**config.mk**
```make
export PLATFORM = sky130hd
export DESIGN_NAME = aes_block_tx_serializer
export DESIGN_NICKNAME = d
export VERILOG_FILES = /design/src/rtl/aes_block_tx_serializer_pkg.sv /design/src/rtl/aes_block_tx_serializer_byte_timer.sv /design/src/rtl/aes_block_tx_serializer.sv
export SDC_FILE = /design/constraint.sdc
export NUM_CORES = 1
export LEC_CHECK = 0
export BUFFER_PORTS_ARGS = -buffer_cell sky130_fd_sc_hd__buf_2
export CAP_MARGIN = 10
export CORE_UTILIZATION = 45
export DETAILED_ROUTE_END_ITERATION = 6
export HOLD_SLACK_MARGIN = 0.15
export PLACE_DENSITY_LB_ADDON = 0.15
export SETUP_SLACK_MARGIN = 0.4
export SYNTH_ARGS = -nofsm -noshare
export SYNTH_HDL_FRONTEND = slang
export SYNTH_SLANG_ARGS = --single-unit
```
**constraint.sdc**
```tcl
create_clock -name Clk -period 3.6 [get_ports Clk]
set_clock_uncertainty 0.05 [all_clocks]
set_input_delay 0.54 -clock Clk [delete_from_list [all_inputs] [get_ports Clk]]
set_output_delay 0.54 -clock Clk [all_outputs]
set_load 0.02 [all_outputs]
```
**src/rtl/aes_block_tx_serializer_pkg.sv**
```systemverilog
// Shared definitions for the AES block-to-UART serializer: state encoding,
// block/byte widths and the counter-width helper.
package aes_block_tx_serializer_pkg;

    localparam int AES_BLOCK_BITS = 128;
    localparam int BYTE_W         = 8;
    localparam int DEFAULT_BAUD   = 115200;

    typedef enum logic [1:0] {
        ST_IDLE = 2'd0,
        ST_SEND = 2'd1,
        ST_WAIT = 2'd2,
        ST_GAP  = 2'd3
    } state_e;

    function automatic int cnt_w(input int maxv);
        return (maxv < 2) ? 1 : $clog2(maxv + 1);
    endfunction

endpackage

```
**src/rtl/aes_block_tx_serializer_byte_timer.sv**
```systemverilog
// Loadable down-counter with an expire flag; stops at zero.
module uart_byte_timer
    import aes_block_tx_serializer_pkg::*;
#(
    parameter int MAXV = 1,
    parameter int W    = cnt_w(MAXV)
) (
    input  logic         clk,
    input  logic         rst_n,
    input  logic         load,
    input  logic         en,
    input  logic [W-1:0] load_val,
    output logic         expired
);

    logic [W-1:0] cnt_q, cnt_d;

    always_comb begin
        cnt_d = cnt_q;
        if (load)
            cnt_d = load_val;
        else if (en && cnt_q != '0)
            cnt_d = cnt_q - 1'b1;
    end

    always_ff @(posedge clk or negedge rst_n) begin
        if (!rst_n) cnt_q <= '0;
        else        cnt_q <= cnt_d;
    end

    assign expired = (cnt_q == '0);

endmodule

```
**src/rtl/aes_block_tx_serializer.sv**
```systemverilog
// Takes one 8*NBYTES-bit block over valid/ready and streams it MSB byte first
// to a UART transmitter, pacing on tx_done with optional gap and timeout.
module aes_block_tx_serializer
    import aes_block_tx_serializer_pkg::*;
#(
    parameter int  NBYTES     = 16,
    parameter int  GAP_CYCLES = 0,
    parameter int  TIMEOUT    = 2000000,
    localparam int BLK_W      = BYTE_W * NBYTES,
    localparam int IDX_W      = (NBYTES < 2) ? 1 : $clog2(NBYTES)
) (
    input  logic              Clk,
    input  logic              Rst_n,
    input  logic              blk_valid,
    input  logic [BLK_W-1:0]  blk_data,
    output logic              blk_ready,
    output logic [BYTE_W-1:0] tx_data,
    output logic              tx_start,
    input  logic              tx_done,
    output logic              busy,
    output logic [IDX_W-1:0]  byte_idx,
    output logic              blk_done,
    output logic              timeout_err
);

    localparam int GAP_MAX = (GAP_CYCLES > 0) ? GAP_CYCLES - 1 : 0;
    // Loaded in SEND; expiry is seen in the last WAIT cycle, so the error
    // pulse lands exactly TIMEOUT cycles after tx_start.
    localparam int TO_MAX  = (TIMEOUT > 1) ? TIMEOUT - 2 : 0;
    localparam int GAP_W   = cnt_w(GAP_MAX);
    localparam int TO_W    = cnt_w(TO_MAX);
    localparam logic [GAP_W-1:0] GAP_LOAD = GAP_W'(GAP_MAX);
    localparam logic [TO_W-1:0]  TO_LOAD  = TO_W'(TO_MAX);
    localparam logic [IDX_W-1:0] LAST_IDX = IDX_W'(NBYTES - 1);
    localparam bit GAP_EN = (GAP_CYCLES > 0);
    localparam bit TO_EN  = (TIMEOUT > 0);

    state_e             state_q, state_d;
    logic [BLK_W-1:0]   shreg_q, shreg_d;
    logic [IDX_W-1:0]   idx_q, idx_d;
    logic               blk_done_q, blk_done_d;
    logic               terr_q, terr_d;
    logic               gap_load, to_load, gap_exp, to_exp;

    always_comb begin
        state_d    = state_q;
        shreg_d    = shreg_q;
        idx_d      = idx_q;
        blk_done_d = 1'b0;
        terr_d     = 1'b0;
        gap_load   = 1'b0;
        to_load    = 1'b0;
        case (state_q)
            ST_IDLE: begin
                if (blk_valid) begin
                    shreg_d = blk_data;
                    idx_d   = '0;
                    state_d = ST_SEND;
                end
            end
            ST_SEND: begin
                to_load = 1'b1;
                state_d = ST_WAIT;
            end
            ST_WAIT: begin
                if (tx_done) begin
                    if (idx_q == LAST_IDX) begin
                        blk_done_d = 1'b1;
                        state_d    = ST_IDLE;
                    end else begin
                        shreg_d = shreg_q << BYTE_W;
                        idx_d   = idx_q + 1'b1;
                        if (GAP_EN) begin
                            gap_load = 1'b1;
                            state_d  = ST_GAP;
                        end else begin
                            state_d  = ST_SEND;
                        end
                    end
                end else if (TO_EN && to_exp) begin
                    terr_d  = 1'b1;
                    state_d = ST_IDLE;
                end
            end
            ST_GAP: begin
                if (gap_exp) state_d = ST_SEND;
            end
            default: state_d = ST_IDLE;
        endcase
    end

    always_ff @(posedge Clk or negedge Rst_n) begin
        if (!Rst_n) begin
            state_q    <= ST_IDLE;
            shreg_q    <= '0;
            idx_q      <= '0;
            blk_done_q <= 1'b0;
            terr_q     <= 1'b0;
        end else begin
            state_q    <= state_d;
            shreg_q    <= shreg_d;
            idx_q      <= idx_d;
            blk_done_q <= blk_done_d;
            terr_q     <= terr_d;
        end
    end

    uart_byte_timer #(.MAXV(GAP_MAX)) u_gap_timer (
        .clk      (Clk),
        .rst_n    (Rst_n),
        .load     (gap_load),
        .en       (state_q == ST_GAP),
        .load_val (GAP_LOAD),
        .expired  (gap_exp)
    );

    uart_byte_timer #(.MAXV(TO_MAX)) u_to_timer (
        .clk      (Clk),
        .rst_n    (Rst_n),
        .load     (to_load),
        .en       (state_q == ST_WAIT),
        .load_val (TO_LOAD),
        .expired  (to_exp)
    );

    assign blk_ready   = (state_q == ST_IDLE);
    assign busy        = (state_q != ST_IDLE);
    assign tx_start    = (state_q == ST_SEND);
    assign tx_data     = shreg_q[BLK_W-1 -: BYTE_W];
    assign byte_idx    = idx_q;
    assign blk_done    = blk_done_q;
    assign timeout_err = terr_q;

endmodule

```
==> summary.log <==
INFO  worst_setup_path timing.critical_path.arrival=1.91ns
INFO  routing        drt_wl_total=16500um
INFO  sta            clock.fmax=400MHz
INFO  grt            overflow=0
INFO  routing        via_count=5595
INFO  routing        met3RoutedLength=1060um
INFO  worst_setup_path timing.critical_path.from_type=flip-flop
INFO  logic_synthesis synth-warning-count=0
INFO  worst_setup_path cp_slowest_stage_delay=0.45ns
INFO  clock_tree     htree_levels=4
INFO  cells_and_area area.growth.synth_to_final=20.4%
INFO  sta            actual_transition_at_the_worst_max_transition_pin=0.821ns
INFO  cells_and_area share_of_final_layout_standard_cells_stronger_than_drive_strength_1=0.219
INFO  clock_tree     clkSinkCount=158
INFO  routing        drt-pass1-iter-count=4
INFO  logic_synthesis synth_register_bits=158
INFO  sta            hold_slack=0.261ns
INFO  floorplan      die-width=130um
INFO  logic_synthesis nets_in_the_synthesized_netlist=862
INFO  worst_setup_path cp-end-kind=primary output
INFO  sta            slew_headroom=0.453
INFO  cells_and_area layout.nets=985
INFO  logic_synthesis synth_seq_area_share=0.536
INFO  place          total_of_buffers_placed_on_input_and_output_ports=148
INFO  logic_synthesis ys_async_sr_fraction=1.00
INFO  floorplan      ios=149
INFO  worst_setup_path setup.reg_to_reg.worst_slack=1.12ns
INFO  routing        remaining_drcs=0
INFO  sta            timing.final.setup_violations=0
INFO  power          p_per_area=812mW/mm2
INFO  logic_synthesis synth_ff_type=dfrtp_1
INFO  clock_tree     cts.root.buffer_cell=clkbuf_16
INFO  cells_and_area multi_input_gate_area_in_the_final_layout=0.00314mm2
INFO  grt            number_of_antenna_violations_at_the_first_check_in_global_routing=4
INFO  worst_setup_path critPathTopFamily=buffers and inverters
INFO  floorplan      fp.coreArea=0.0159mm2
INFO  logic_synthesis cell_with_the_most_instances_after_synthesis=nand2_1
INFO  clock_tree     worst_skew_pair.late_latency=0.42ns
INFO  routing        met1Wirelength=7280um
INFO  power          p_leak=0.00406uW
INFO  grt            grt_pass1_wl=26900um
INFO  worst_setup_path worst_ep_required_time=3.01ns
INFO  routing        drt_iter0_drc=422
INFO  worst_setup_path setup.worst_path.class=reg2out
INFO  logic_synthesis synth.top_cells.by_count=nand2_1, dfrtp_1, o21ai_0, mux2i_1, clkbuf_1
INFO  logic_synthesis synth_top_cell_by_area=dfrtp_1
INFO  clock_tree     clock_path_buffers=2
INFO  routing        top_signal_layer_used=met4
INFO  worst_setup_path cp_slowest_cell=dfrtp_1
INFO  sta            hold_violations=0
INFO  outcome        outcome=complete, no violations
INFO  logic_synthesis post_synth_instance_area=0.00738mm2
INFO  routing        detail_route.vias_per_cell=5.18
INFO  job            max_cap_violations=0
INFO  worst_setup_path crit_top_cell=inv_1
INFO  power          ir_worst_vdd=0.000514V
INFO  min_path       worstHoldPathType=in2reg
INFO  sta            tns=0ns
INFO  logic_synthesis synth-edff-count=0
INFO  sta            timing.final.max_slew_violations=0
INFO  place          detailed_place_hpwl=11400um
INFO  floorplan      initial_core_util=0.463
INFO  grt            grt_util_all_layers=0.208
INFO  logic_synthesis postSynthAreaPerCell=10.1um2
INFO  sta            min_period=2.50ns
INFO  grt            first_global_vias=5508
INFO  clock_tree     cts_inserted_buffers=17
INFO  logic_synthesis post_synth_top_area_share=0.536
INFO  worst_setup_path critPathBufInv=3
INFO  floorplan      placement_rows=46
INFO  cells_and_area layout.area.seq=0.00395mm2
INFO  worst_setup_path critical_path.max_fanout=13
INFO  cells_and_area n_fill_cell=1442
INFO  floorplan      floorplan.die_area=0.0169mm2
INFO  sta            setup_repair_after_global_routing_missed_its_margin=false
INFO  logic_synthesis netlist_top_cells_area=dfrtp_1, mux2i_1, o21ai_0
INFO  logic_synthesis synth_cells=727
INFO  routing        wl_met2=7930um
INFO  clock_tree     cts.clk_slew.worst_paths=0.06ns
INFO  floorplan      die_h=130um
INFO  worst_setup_path path_cells=inv_1 -> nand2_1 -> inv_1 -> buf_2
INFO  logic_synthesis synth.distinct_cells=45
INFO  grt            maximum_number_of_pins_on_one_net_before_global_route_repair=113
INFO  place          gpl.final_weighted_congestion=0.816
INFO  routing        ant_nets=0
INFO  sta            period_share=0.695
INFO  clock_tree     tritoncts=done
INFO  routing        wl_per_cell=15.2um
[placed cells by master, fill, tap and decap left out, drive strengths merged, types with 3 or more instances in the layout]
master,n
nor3,6
clkinv,3
nand2,160
nand3,16
buf,157
mux2i,123
or3,4
o31ai,5
nor2,15
bufinv,4
o311ai,3
ha,3
o21ai,128
xnor2,6
a21oi,5
clkbuf,24
dfrtp,158
and2,3
inv,5
nor4,7
diode,3
[worst reg2reg max path, delay by kind of cell, from the launching register on]
kind,cells,cell delay [ns]
AND/OR/NAND/NOR,4,1.27
buffers and inverters,1,0.58
flip-flops,1,0.47
[per-layer routing]
layer | vias to the layer above | GRT usage
met5 | - | 0
met4 | 0 | 0.0677
met3 | 17 | 0.0668
met2 | 128 | 0.337
met1 | 2682 | 0.263
li1 | 2768 | -
[logic make-up (layout without fill, tap and decap cells)]
kind of cell    after synthesis  after routing  synth area share
compound gates              152            152             0.111
xor+xnor                      7              7           0.00831
fa+ha+maj                     3              3           0.00509
buf+inv                      59            194            0.0390
flops                       158            158             0.536
mux                         123            123             0.167
other cells                   0              3                 0
simple gates                225            225             0.134
[timing repair]
item	CTS	global route
resized for setup	0	0
endpoints found under the hold margin	69	0
buffers inserted	0	0
hold buffers	1	0
[metrics by stage]
step	std cells	power [uW]	cell area, um2	utilization	worst slack, ns
floorplan	727	4780	7380	-	1.52
global placement	1046	5300	8260	0.518	1.14
detailed placement	1046	5410	8260	0.518	1.08
CTS	1078	7300	8870	0.557	1.05
global route	1080	7750	8880	0.557	0.899
finish	1081	7210	8880	0.557	1.10
[worst paths after layout]
path	depth (start not counted)	from	endpoint
max reg2reg	5	state_q[0]$_DFFE_PN0P_	shreg_q[3]$_DFFE_PN0P_
min in group asynchronous	2	Rst_n	shreg_q[121]$_DFFE_PN0P_
min	3	blk_data[1]	shreg_q[1]$_DFFE_PN0P_
max in group asynchronous	3	Rst_n	shreg_q[19]$_DFFE_PN0P_
max	4	state_q[1]$_DFFE_PN0P_	tx_start
min reg2reg	2	shreg_q[98]$_DFFE_PN0P_	shreg_q[98]$_DFFE_PN0P_
[sequential cells by signal, summed over array words and instances, names as in the netlist]
register,flops
state_q,2
blk_done,1
timeout_err,1
shreg_q,128
u_gap_timer.cnt_q,1
u_to_timer.cnt_q,21
byte_idx,4
[power by group]
group	switching, uW	internal, uW	leakage, uW
logic	1420	1010	0.00181
clock network	667	1190	0.000298
registers	424	2510	0.00195
total	2510	4700	0.00406
[area by class of cell]
cell class,instances,share of cell area
Multi-Input combinational cell,510,0.353
Antenna cell,3,0.000845
Clock buffer,24,0.0531
Clock inverter,7,0.0152
Tap cell,216,0.0304
Timing Repair Buffer,158,0.0999
Inverter,5,0.00211
Sequential cell,158,0.445
Power figures use the tool's default switching activity.
